File: src/rtl/pipelined_addsub.sv
// WIDTH-bit adder/subtractor pipelined in CHUNK-bit slices; the carry ripples one slice per stage.
// The whole pipeline advances together on adv = ~out_valid | out_ready, so bubbles are kept.
module pipelined_addsub #(
    parameter int WIDTH = 16,
    parameter int CHUNK = 4
) (
    input  logic             clk,
    input  logic             rst,
    input  logic             in_valid,
    output logic             in_ready,
    input  logic [WIDTH-1:0] a,
    input  logic [WIDTH-1:0] b,
    input  logic             cin,
    input  logic             sub,
    output logic             out_valid,
    input  logic             out_ready,
    output logic [WIDTH-1:0] sum,
    output logic             cout,
    output logic             ovf
);

    localparam int NUM_STAGES = WIDTH / CHUNK;

    // Handshake: a beat is accepted on in_valid & in_ready and a result leaves on
    // out_valid & out_ready; in_ready never looks at in_valid.
    logic adv;
    assign adv      = ~out_valid | out_ready;
    assign in_ready = adv;

    for (genvar k = 0; k < NUM_STAGES; k++) begin : g_stage
        logic [WIDTH-1:0] ai;
        logic [WIDTH-1:0] bi;
        logic [WIDTH-1:0] ri;
        logic [WIDTH-1:0] rn;
        logic             ci;
        logic             vi;
        logic [CHUNK:0]   s;

        if (k == 0) begin : g_first
            // B is inverted once on entry, so sub needs no further travel.
            assign ai = a;
            assign bi = sub ? ~b : b;
            assign ri = '0;
            assign ci = sub ? 1'b1 : cin;
            assign vi = in_valid;
        end else begin : g_next
            assign ai = g_stage[k-1].g_mid.a_q;
            assign bi = g_stage[k-1].g_mid.b_q;
            assign ri = g_stage[k-1].g_mid.r_q;
            assign ci = g_stage[k-1].g_mid.c_q;
            assign vi = g_stage[k-1].g_mid.v_q;
        end

        assign s = {1'b0, ai[k*CHUNK +: CHUNK]} + {1'b0, bi[k*CHUNK +: CHUNK]}
                 + {{CHUNK{1'b0}}, ci};

        always_comb begin
            rn = ri;
            rn[k*CHUNK +: CHUNK] = s[CHUNK-1:0];
        end

        if (k < NUM_STAGES - 1) begin : g_mid
            logic [WIDTH-1:0] a_q;
            logic [WIDTH-1:0] b_q;
            logic [WIDTH-1:0] r_q;
            logic             c_q;
            logic             v_q;

            always_ff @(posedge clk or posedge rst) begin
                if (rst) begin
                    a_q <= '0;
                    b_q <= '0;
                    r_q <= '0;
                    c_q <= 1'b0;
                    v_q <= 1'b0;
                end else if (adv) begin
                    a_q <= ai;
                    b_q <= bi;
                    r_q <= rn;
                    c_q <= s[CHUNK];
                    v_q <= vi;
                end
            end
        end else begin : g_last
            // Carry into the MSB recovered from the MSB sum bit and its operands.
            logic cmsb;
            assign cmsb = s[CHUNK-1] ^ ai[WIDTH-1] ^ bi[WIDTH-1];

            always_ff @(posedge clk or posedge rst) begin
                if (rst) begin
                    out_valid <= 1'b0;
                    sum       <= '0;
                    cout      <= 1'b0;
                    ovf       <= 1'b0;
                end else if (adv) begin
                    out_valid <= vi;
                    sum       <= rn;
                    cout      <= s[CHUNK];
                    ovf       <= s[CHUNK] ^ cmsb;
                end
            end
        end
    end

endmodule

File: config.mk
export PLATFORM = sky130hd
export DESIGN_NAME = pipelined_addsub
export DESIGN_NICKNAME = d
export VERILOG_FILES = /design/src/rtl/pipelined_addsub.sv
export SDC_FILE = /design/constraint.sdc
export NUM_CORES = 1
export LEC_CHECK = 0
export CORE_UTILIZATION = 37
export CTS_CLUSTER_SIZE = 16
export DETAILED_ROUTE_END_ITERATION = 10
export PLACE_DENSITY = 0.64
export SLEW_MARGIN = 5
export SYNTH_ARGS = -nofsm -noshare
export SYNTH_HDL_FRONTEND = slang
export SYNTH_SLANG_ARGS = --single-unit
File: constraint.sdc
create_clock -name clk -period 3.6 [get_ports clk]
set_input_delay 0.72 -clock clk [delete_from_list [all_inputs] [get_ports clk]]
set_output_delay 0.72 -clock clk [all_outputs]
set_load 0.01 [all_outputs]
==> reports/results.txt, run 1 <==
Status -> finished, final reports clean
Fin crit share -> 0.7363
Mapped Avg Cell Area -> 9.340 sq um
Final wirelength -> 7.690 mm
FF+latch count, synth -> 97
Clk slew on worst S/H paths -> 0.06 ns
Critical-path top delay cell -> clkdlybuf4s50_1
Rel. slew slack -> 0.3403
# nets final -> 565
Crit Path Max Fanout -> 15
Post-Synth XOR/XNOR Area -> 0.04709
Via count -> 2937
Core Area -> 0.01103 sq mm
Hold path depth -> 2
Reg2reg end -> ovf
H-tree Lvls -> 3
Worst Path Required -> 3.77 ns
Hold WS -> 0.4648 ns
Area taken by multi-input logic gates -> 0.001718 sq mm
# Post-CTS Setup Buffers -> 0
Drt first pass iters -> 4
Clk buf depth -> 2
Placer congestion estimate -> 0.7888
R2r worst-path depth -> 6
Final hold violations -> 0
Drt drc -> 0
Full die area -> 0.01200 sq mm
Final cell count without fillers -> 652
CTS Root Cell -> clkbuf_16
Die Wd -> 109.5 um
Register area share after synthesis -> 0.5674
Mux contribution to synthesized area -> 0
Crit. End Element -> flop
Simple-gate area share of the yosys netlist -> 0.2159
Post-synth cell types -> 29
Initial DRC Count -> 105
Arr. time, crit path -> 2.82 ns
Std cell rows -> 38
Crit Reg-Reg Startpoint -> g_stage[2].g_mid.a_q[12]
Area grow syn2layout -> 24.04%
Net Count, Synth -> 516
Max-cap violation count -> 0
Diodes inserted -> 0
Gr usage total -> 0.1466
CTS buffer count -> 9
Number of global-route vias before repair -> 2975
FMAX -> 377.2 MHz
Global-route wire length before repair -> 13.46 mm
HP Start -> g_stage[0].g_mid.v_q
VDD IR max -> 0.3545 mV
Largest family of logic cells by synthesized area -> simple AND/OR/NAND/NOR gates
Skew-Pair Late Insertion Delay -> 0.34 ns
Critical-path cell list -> clkdlybuf4s50_1 -> buf_4 -> xor2_1 -> ha_1 -> a21o_1 -> a21oi_1 -> xor2_1 -> o21ai_0
Antenna-violating nets left -> 0
Register area -> 0.002427 sq mm
Gr ovfl total -> 0
# resized after CTS -> 0
Adder-cell area share of the yosys netlist -> 0.07254
Most frequent CP cell -> xor2_1
Fin crit period -> 2.651 ns
Hold Crit Class -> reg2reg
Routed vias/inst -> 4.505
RSZ-0062 raised after global routing -> false
CTS tree -> yes
Final Skew -> 0.006234 ns
Placed cell count -> 636
Highest-count cells in the layout ignoring fill and taps -> nand2_1 (220), dfrtp_1 (97), clkdlybuf4s50_1 (57)
Max Slew Vio Count -> 0
P per Cell Area -> 848.4 mW/mm^2
Fillers -> 1073
Least-Margin Pin Slew -> 0.9895 ns
Synth Area in Compound Gates -> 0.06435
Dpl hpwl -> 5.064 mm
Ys Warns -> 0
Setup violators final -> 0
Setup TNS -> 0 ns
Initial antenna violation count -> 0
WS Path Type -> in2reg
Crit-path max cell delay -> 0.57 ns
Hold Path Sink -> g_stage[0].g_mid.v_q
Proportion of layout cells with a drive suffix above 1 -> 0.05078
Leading cell type in the layout, fill and taps excluded -> nand2_1
Starting Density -> 0.3878
Hold Buf Count CTS -> 0
IO Pins -> 58
PortBufs -> 57
Avg WL per Cell -> 11.79 um
Largest net degree at the start of global routing -> 105
# clock sinks -> 97
Die H -> 109.5 um
Leakage -> 2.601 nW
Gate Count Post-Synth -> 458
Startpoint types -> primary input
Mapped Area -> 0.004278 sq mm
Register-to-Register Setup Slack -> 1.55 ns
==> routing by layer <==
metal,track usage,vias to the layer above,share of wire
met4,0.06762,0,0.019
met2,0.2417,40,0.47
met3,0.03142,11,0.035
li1,-,1529,-
met1,0.1847,1357,0.48
met5,0,-,0
==> worst max path at each step <==
stage                                    to  from  cells past startpoint  slack (ns)
floorplan                              cout   rst                      1        0.35
global placement       g_stage[0].g_mid.c_q   sub                      7        0.68
detailed placement     g_stage[0].g_mid.c_q   sub                      7        0.63
CTS                 g_stage[0].g_mid.r_q[3]   sub                      8        0.93
global route        g_stage[0].g_mid.r_q[3]   sub                      8        0.85
finish              g_stage[0].g_mid.r_q[3]   sub                      8        0.95
==> state kept, by name (all words and copies together), names as in the netlist <==
register	flops
cout	1
g_stage.g_mid.a_q	24
g_stage.g_mid.b_q	24
g_stage.g_mid.c_q	3
g_stage.g_mid.r_q	24
g_stage.g_mid.v_q	3
out_valid	1
ovf	1
sum	16
==> logic make-up (layout without fill, tap and decap cells) <==
family	count (synthesis)	count (layout)
fa+ha+maj	20	20
simple gates	239	239
buf+inv	32	86
xor+xnor	23	23
flops	97	97
compound gates	47	47
==> report_power, final <==
part | leakage (nW) | switching (W) | internal, W | total [W]
registers | 1.17 | 0.000266 | 0.00158 | 0.00184
clock network | 0.164 | 0.000387 | 0.000679 | 0.00107
logic | 1.27 | 0.000844 | 0.000748 | 0.00159
total | 2.60 | 0.00150 | 0.00301 | 0.00450
==> through the flow <==
stage | worst slack (ns) | total power (W) | utilization | cell area, sq um
after floorplan | 0.3463 | 0.002944 | - | 4278
after global placement | 0.6814 | 0.003419 | 0.4505 | 4970
after detailed placement | 0.6299 | 0.003478 | 0.4505 | 4970
after CTS | 0.9340 | 0.004562 | 0.4811 | 5306
after global routing | 0.8547 | 0.004895 | 0.4811 | 5306
final | 0.9492 | 0.004502 | 0.4811 | 5306
==> synth_stat cells (all sizes together) <==
master | count | area share
inv | 9 | 0.0079
a21oi | 12 | 0.014
buf | 14 | 0.017
nand3 | 1 | 0.0012
and3 | 1 | 0.0015
nor2 | 10 | 0.0088
nand2 | 220 | 0.19
fa | 8 | 0.037
clkbuf | 9 | 0.0079
a31o | 1 | 0.0020
dfrtp | 97 | 0.57
xor2 | 10 | 0.020
or3b | 1 | 0.0026
o211a | 1 | 0.0023
and2 | 1 | 0.0015
a211oi | 2 | 0.0047
ha | 12 | 0.035
a31oi | 1 | 0.0015
a21o | 4 | 0.0070
nand2b | 1 | 0.0015
o21ai | 24 | 0.028
xnor2 | 13 | 0.027
nor2b | 3 | 0.0044
o31ai | 1 | 0.0029
o21bai | 1 | 0.0018
or2 | 1 | 0.0015
==> worst max-delay path: cells and delay by family <==
kind	cells	cell delay [ns]
buffers and inverters	2	0.88
XOR/XNOR	2	0.47
adder cells (fa/ha/maj)	1	0.31
AO/OA/AOI/OAI	3	0.44
==> area by class of cell <==
type,instances,share of cell area
multi-input cells,329,0.3237
repair buffers,61,0.1155
flip-flops and latches,97,0.4574
inverters,9,0.006838
well taps,140,0.03301
clock buffers,11,0.04386
clock inverters,5,0.01957
(Power assumes the default switching activity.)
==> run 2: changes to the inputs <==
Settings changed: PLACE_DENSITY 0.64 to 0.66.
Clock period 3.6 ns to 2.3 ns, I/O delays scaled along.
==> run 2 against run 1 <==
Compared with the run above:
- cell count increased by 0.77%
- setup slack worse by 0.88 ns
- critical path depth fell by 1
- routed wire length increased by 2.9%
- global-route usage about the same
- count of clock-buffer cells in the layout fell by 2
- clock skew is 0.00088 ns lower
- register-to-register slack got worse by 1.3 ns
- clock power increased by 39%
- combinational power increased by 61%
==> reports/results.txt, run 2 (synthesis results as in run 1) <==
Skew-Pair Late Insertion Delay -> 0.34 ns (about the same)
Reg2reg end -> ovf
CTS Root Cell -> clkbuf_16
Crit. End Element -> flop
Drt first pass iters -> 5 (+1)
Arr. time, crit path -> 2.44 ns (-0.38 ns)
Initial antenna violation count -> 0 (unchanged)
# Post-CTS Setup Buffers -> 0 (unchanged)
Initial DRC Count -> 148 (+41%)
Rel. slew slack -> 0.6152 (+0.2749)
Global-route wire length before repair -> 13.68 mm (+1.6%)
Crit-path max cell delay -> 0.51 ns (-0.06 ns)
Die H -> 109.5 um (unchanged)
Gr ovfl total -> 0 (unchanged)
P per Cell Area -> 1297 mW/mm^2 (+53%)
Starting Density -> 0.3878 (unchanged)
Status -> finished, final reports clean
Hold path depth -> 1 (-1)
Top delay family on crit path -> adder cells
Max Slew Vio Count -> 0 (unchanged)
Place WS -> -0.2809 ns (-0.9108 ns)
Proportion of layout cells with a drive suffix above 1 -> 0.06770 (+0.01692)
Area grow syn2layout -> 25.30%
Std cell rows -> 38 (unchanged)
Setup WS post-layout -> 0.07240 ns (-0.8768 ns)
PortBufs -> 57 (unchanged)
Crit Reg-Reg Startpoint -> g_stage[2].g_mid.a_q[12]
Top Registers -> g_stage.g_mid.a_q (24), g_stage.g_mid.b_q (24), g_stage.g_mid.r_q (24)
Max-cap violation count -> 0 (unchanged)
Clk slew on worst S/H paths -> 0.06 ns (about the same)
Fin crit share -> 0.9685
Register-to-Register Setup Slack -> 0.25 ns (-1.30 ns)
Least-Margin Pin Slew -> 0.5760 ns (-0.4136 ns)
Routed vias/inst -> 4.546 (+0.93%)
Highest-count cells in the layout ignoring fill and taps -> nand2_1 (220), dfrtp_1 (97), clkdlybuf4s50_1 (57)
Final Skew -> 0.005356 ns (-0.0008781 ns)
Fin crit period -> 2.228 ns
Drt drc -> 0 (unchanged)
Setup TNS -> 0 ns (unchanged)
R2r worst-path depth -> 6 (unchanged)
Clk buf depth -> 2 (unchanged)
Largest net degree at the start of global routing -> 105 (unchanged)
Leading cell type in the layout, fill and taps excluded -> nand2_1
Startpoint types -> primary input
VDD IR max -> 0.5441 mV (+53%)
# clock sinks -> 97 (unchanged)
Full die area -> 0.01200 sq mm (unchanged)
Critical-path top delay cell -> clkdlybuf4s50_1
Final hold violations -> 0 (unchanged)
Die Wd -> 109.5 um (unchanged)
CTS buffer count -> 9 (unchanged)
FMAX -> 448.9 MHz
Hold WS -> 0.4652 ns (+0.0004720 ns)
Gr usage total -> 0.1469 (+0.0003105)
RSZ-0062 raised after global routing -> false
Tot Pwr -> 0.006950 W (+54%)
Core Area -> 0.01103 sq mm (unchanged)
CTS tree -> yes
Dpl hpwl -> 5.367 mm (+6.0%)
Hold Crit Class -> reg2reg
H-tree Lvls -> 3 (unchanged)
Placer congestion estimate -> 0.8292 (+5.1%)
HP Start -> g_stage[2].g_mid.v_q
Hold Path Sink -> out_valid
Avg WL per Cell -> 12.04 um (+2.1%)
IO Pins -> 58 (unchanged)
Critical-path cell list -> clkdlybuf4s50_1 -> or2_2 -> fa_2 -> fa_2 -> a21o_1 -> a21oi_1 -> a21oi_1
Count of cell instances traversed by the critical path -> 7 (-1)
Fillers -> 1039 (-3.2%)
Diodes inserted -> 0 (unchanged)
Worst Path Required -> 2.51 ns (-1.26 ns)
Final wirelength -> 7.912 mm (+2.9%)
WS Path Type -> in2reg
Crit Path Max Fanout -> 3 (-12)
Setup violators final -> 0 (unchanged)
Leakage -> 2.607 nW (+0.21%)
Number of global-route vias before repair -> 2937 (-1.3%)
# nets final -> 570 (+0.88%)
Via count -> 2987 (+1.7%)
Antenna-violating nets left -> 0 (unchanged)
Crit path buf inv count -> 1 (-1)
-- run 2: cell count changes in the layout (fill, tap and decap cells not counted), moves of 2 or more --
cell,change
buf_12,+3
clkinvlp_4,+5
fa_2,+2
clkbuf_1,-2
bufinv_16,-2
fa_1,-2
-- run 2: final cells by class --
cell class	count	area [sq um]	share of cell area
clock inverter	7	80.08	0.01494
inverter	9	37.54	0.007003
timing repair buffer	66	691.9	0.1291
sequential	97	2427	0.4528
tap	140	175.2	0.03268
multi-input combinational	329	1723	0.3214
clock buffer	9	225.2	0.04202
-- run 2: per-stage QoR --
stage,util,area [sq um],cells
floorplan,-,4290,458
global placement,0.4579,5051,641
detailed placement,0.4579,5051,641
CTS,0.4856,5356,657
global route,0.4859,5360,657
finish,0.4859,5360,657
-- run 2: timing repair --
action | in CTS | in global routing
setup endpoints to repair | 0 | 1
hold buffers | 0 | 0
gates resized for setup | 0 | 1
-- run 2: worst max path at each step --
stage,slack (ns),to,startpoint
finish,0.07,g_stage[0].g_mid.c_q,sub
global route,0.009,g_stage[0].g_mid.c_q,sub
CTS,0.08,g_stage[0].g_mid.c_q,sub
detailed placement,-0.28,g_stage[0].g_mid.c_q,sub
global placement,-0.21,g_stage[0].g_mid.c_q,sub
floorplan,0.02,g_stage[0].g_mid.c_q,sub
-- run 2: where the power goes --
group	internal, W	total [W]	switching, W	leakage, nW
Clock	0.000851	0.00149	0.000638	0.136
Combinational	0.00121	0.00256	0.00135	1.30
Sequential	0.00247	0.00290	0.000427	1.17
Total	0.00454	0.00695	0.00241	2.61
-- run 2: per-layer routing --
| metal | global-route usage | wire length [um] | up-vias |
|---|---|---|---|
| met5 | 0 | 0 | - |
| met4 | 0.06857 | 208 | 0 |
| met3 | 0.03379 | 317 | 11 |
| met2 | 0.2233 | 3573 | 43 |
| met1 | 0.1995 | 3812 | 1385 |
| li1 | - | - | 1548 |
-- run 2: worst reg2reg max path, stage by stage (launching register included) --
cell and delay (ns):
dfrtp_1 0.41, fa_1 0.47, fa_1 0.41, nand3_1 0.16, a21oi_1 0.11, o211a_1 0.24
o31ai_2 0.16
==> run 3: changes to the inputs <==
Settings changed: ABC_AREA from default to 1, PLACE_DENSITY 0.66 to 0.65.
==> run 3 against run 2 <==
Compared with the run above:
- the run now ends with DRC left
- highest routed layer unchanged
- setup slack better by 0.098 ns
- synthesized area grew 2.9%
- total power decreased by 2.6%
- cell area down 0.51%
- core utilization shrank 2.3 points
- worst hold slack barely moved
- sequential share of layout area increased by 0.23 points
- first-iteration DRC count grew 69%
- sequential power hardly changed
- die area is 2.9% higher
- cell count rose by 3.8%
- routed wire length is 3.6% higher
==> reports/results.txt, run 3 <==
Busiest grt layer -> met2
Mapped Avg Cell Area -> 9.097 sq um (-2.6%)
Mapped Area -> 0.004403 sq mm (+2.9%)
Number of synthesized flops with an enable pin -> 0 (unchanged)
Initial DRC Count -> 250 (+69%)
Placed cell count -> 667 (+4.1%)
Number of global-route vias before repair -> 3213 (+9.4%)
Largest net degree at the start of global routing -> 112 (+6.7%)
Setup violators final -> 0 (unchanged)
Die Wd -> 111.1 um (+1.4%)
Util after Layout -> 0.4631 (-0.02287)
Sequential share of power -> 0.427 (+0.010)
Grt met3 use -> 0.03007 (-0.003717)
Area grow syn2layout -> 21.11%
Placed Instance Area -> 0.005066 sq mm (+0.30%)
Synth top area share -> 0.5513 (-0.01612)
Skew-Pair Late Insertion Delay -> 0.34 ns (about the same)
# clock sinks -> 97 (unchanged)
Register area share after synthesis -> 0.5513 (-0.01612)
Clk slew on worst S/H paths -> 0.06 ns (about the same)
Std cell rows -> 39 (+2.6%)
Drt first pass iters -> 7 (+2)
Top Registers -> g_stage.g_mid.a_q (24), g_stage.g_mid.b_q (24), g_stage.g_mid.r_q (24)
CTS Root Cell -> clkbuf_16
Net Count, Synth -> 542 (+5.0%)
Final hold violations -> 0 (unchanged)
Startpoint types -> primary input
Full die area -> 0.01234 sq mm (+2.9%)
Clock network power share -> 0.199 (-0.015)
Max Slew Vio Count -> 0 (unchanged)
VDD IR max -> 0.4430 mV (-19%)
Gr usage total -> 0.1484 (+0.001437)
Final cell count without fillers -> 682 (+3.8%)
Core Area -> 0.01152 sq mm (+4.4%)
Drt drc -> 8 (+8)
FMAX -> 469.6 MHz (+4.6%)
Final Skew -> 0.005321 ns (-0.00003512 ns)
Switching power -> 0.002418 W (+0.15%)
Rel. slew slack -> 0.6993 (+0.08407)
Post-synth cell types -> 22 (-24%)
Least-Margin Pin Slew -> 0.4511 ns (-0.1249 ns)
Starting Density -> 0.3823 (-0.005484)
# nets final -> 593 (+4.0%)
Crit. End Element -> output port
Die H -> 111.1 um (+1.4%)
PortBufs -> 57 (unchanged)
Clk buf depth -> 2 (unchanged)
Final wirelength -> 8.193 mm (+3.6%)
Status -> complete, but fails checks
Grt met1 use -> 0.1821 (-0.01746)
Met2 Track Usage GR -> 0.2532 (+0.02998)
Hold Buf Count CTS -> 0 (unchanged)
CTS tree -> yes
Failing checks -> DRC
CTS buffer count -> 9 (unchanged)
Tot Pwr -> 0.006770 W (-2.6%)
Ys Warns -> 0 (unchanged)
IO Pins -> 58 (unchanged)
Power share of the combinational group -> 0.374 (+0.005)
# Post-CTS Setup Buffers -> 0 (unchanged)
Worst Path Required -> 1.84 ns (-0.67 ns)
FF+latch count, synth -> 97 (unchanged)
Sw Ratio -> 0.3571 (+0.009769)
Dpl hpwl -> 5.426 mm (+1.1%)
RSZ-0062 raised after global routing -> false
Arr. time, crit path -> 1.67 ns (-0.77 ns)
Most instantiated library cell after synthesis -> nand2_1
Fin crit period -> 2.129 ns (-0.09833 ns)
P_int -> 0.004352 W (-4.0%)
Highest-count cells in the layout ignoring fill and taps -> nand2_1 (211), dfrtp_1 (97), clkdlybuf4s50_1 (56)
Asr flop ratio synth -> 1.000 (unchanged)
Max-cap violation count -> 0 (unchanged)
Diodes inserted -> 0 (unchanged)
Synth Flop Type -> dfrtp_1
Hold Crit Class -> in2async
H-tree Lvls -> 3 (unchanged)
Routed vias/inst -> 4.628 (+1.8%)
Initial antenna violation count -> 0 (unchanged)
Fin crit share -> 0.9258 (-0.04275)
WS Path Type -> in2out
P per Cell Area -> 1270 mW/mm^2 (-2.1%)
Leakage -> 2.609 nW (about the same)
Post-route cell area -> 0.005333 sq mm (-0.51%)
Top cells by area, synth -> dfrtp_1 (55%), nand2_1 (18%), o21ai_0 (4.4%)
Commonest cells post-synth -> nand2_1 (211), dfrtp_1 (97), o21ai_0 (39), inv_1 (27)
Leading cell type in the layout, fill and taps excluded -> nand2_1
Gate Count Post-Synth -> 484 (+5.7%)
Placer congestion estimate -> 0.8179 (-1.4%)
Avg WL per Cell -> 12.01 um (-0.24%)
Proportion of layout cells with a drive suffix above 1 -> 0.04824 (-0.01946)
Crit Path Max Fanout -> 2 (-1)
Synth area leader -> dfrtp_1
# resized after CTS -> 0 (unchanged)
Gr ovfl total -> 0 (unchanged)
Antenna-violating nets left -> 0 (unchanged)
Via count -> 3156 (+5.7%)
Global-route wire length before repair -> 14.58 mm (+6.6%)
run 3: changes by cell type after synthesis, sizes merged, moves of 5 or more:
cell	delta
clkbuf	-6
inv	+19
nand2	-9
buf	+6
xor2	-5
o21ai	+21
nand3	+12
a21oi	-5
run 3: worst paths after layout:
path,from,to,slack [ns],depth (start not counted)
setup / recovery,out_ready,in_ready,0.17,4
hold reg to reg,g_stage[2].g_mid.r_q[9],sum[9],0.47,2
setup reg to reg,g_stage[2].g_mid.a_q[12],ovf,0.36,8
min in group clk,g_stage[2].g_mid.r_q[9],sum[9],0.47,2
hold / removal,rst,g_stage[2].g_mid.r_q[0],0.47,2
max in group asynchronous,rst,g_stage[0].g_mid.a_q[12],1.16,3
run 3: critical path, stage by stage:
cell	delay (ns)
clkdlybuf4s50_1	0.44
nor2_4	0.21
inv_2	0.08
clkdlybuf4s50_1	0.48
run 3: cell families (layout without fill, tap and decap cells):
kind of cell	count (synthesis)	count (layout)	share of synthesized area
buf+inv	51	106	0.06309
compound gates	52	52	0.05911
xor+xnor	18	18	0.03581
flops	97	97	0.5513
simple gates	246	246	0.2202
fa+ha+maj	20	20	0.07047
run 3: layout make-up:
cell class | instances | area, sq um
multi-input combinational | 336 | 1698
inverter | 28 | 108.9
clock inverter | 3 | 17.52
timing repair buffer | 63 | 655.6
fill | 1099 | 6183
clock buffer | 12 | 246.5
tap | 143 | 178.9
sequential | 97 | 2427
run 3: per-layer routing:
metal	vias up	part of all wire	routed length (um)
met2	47	0.48	3947
met5	-	0	0
li1	1602	-	-
met3	9	0.035	284
met4	0	0.013	105
met1	1498	0.47	3855
run 3: per-stage QoR:
step | hold slack (ns) | setup TNS (ns) | worst slack [ns]
6_report | 0.4653 | 0 | 0.1707
5_1_grt | 0.4856 | 0 | 0.06829
4_1_cts | 0.4681 | 0 | 0.01353
3_5_place_dp | 0.4530 | -1.130 | -0.3310
3_3_place_gp | 0.4534 | -0.8517 | -0.2763
2_1_floorplan | 0.4339 | 0 | 0.07079
run 3: power groups by stage:
stage          Sequential [W]  Combinational, W  Clock, W
3_5_place_dp          0.00293           0.00256         0
4_1_cts               0.00290           0.00259   0.00140
5_1_grt               0.00300           0.00298   0.00147
6_report              0.00289           0.00253   0.00135
3_3_place_gp          0.00291           0.00248         0
2_1_floorplan         0.00291           0.00177         0
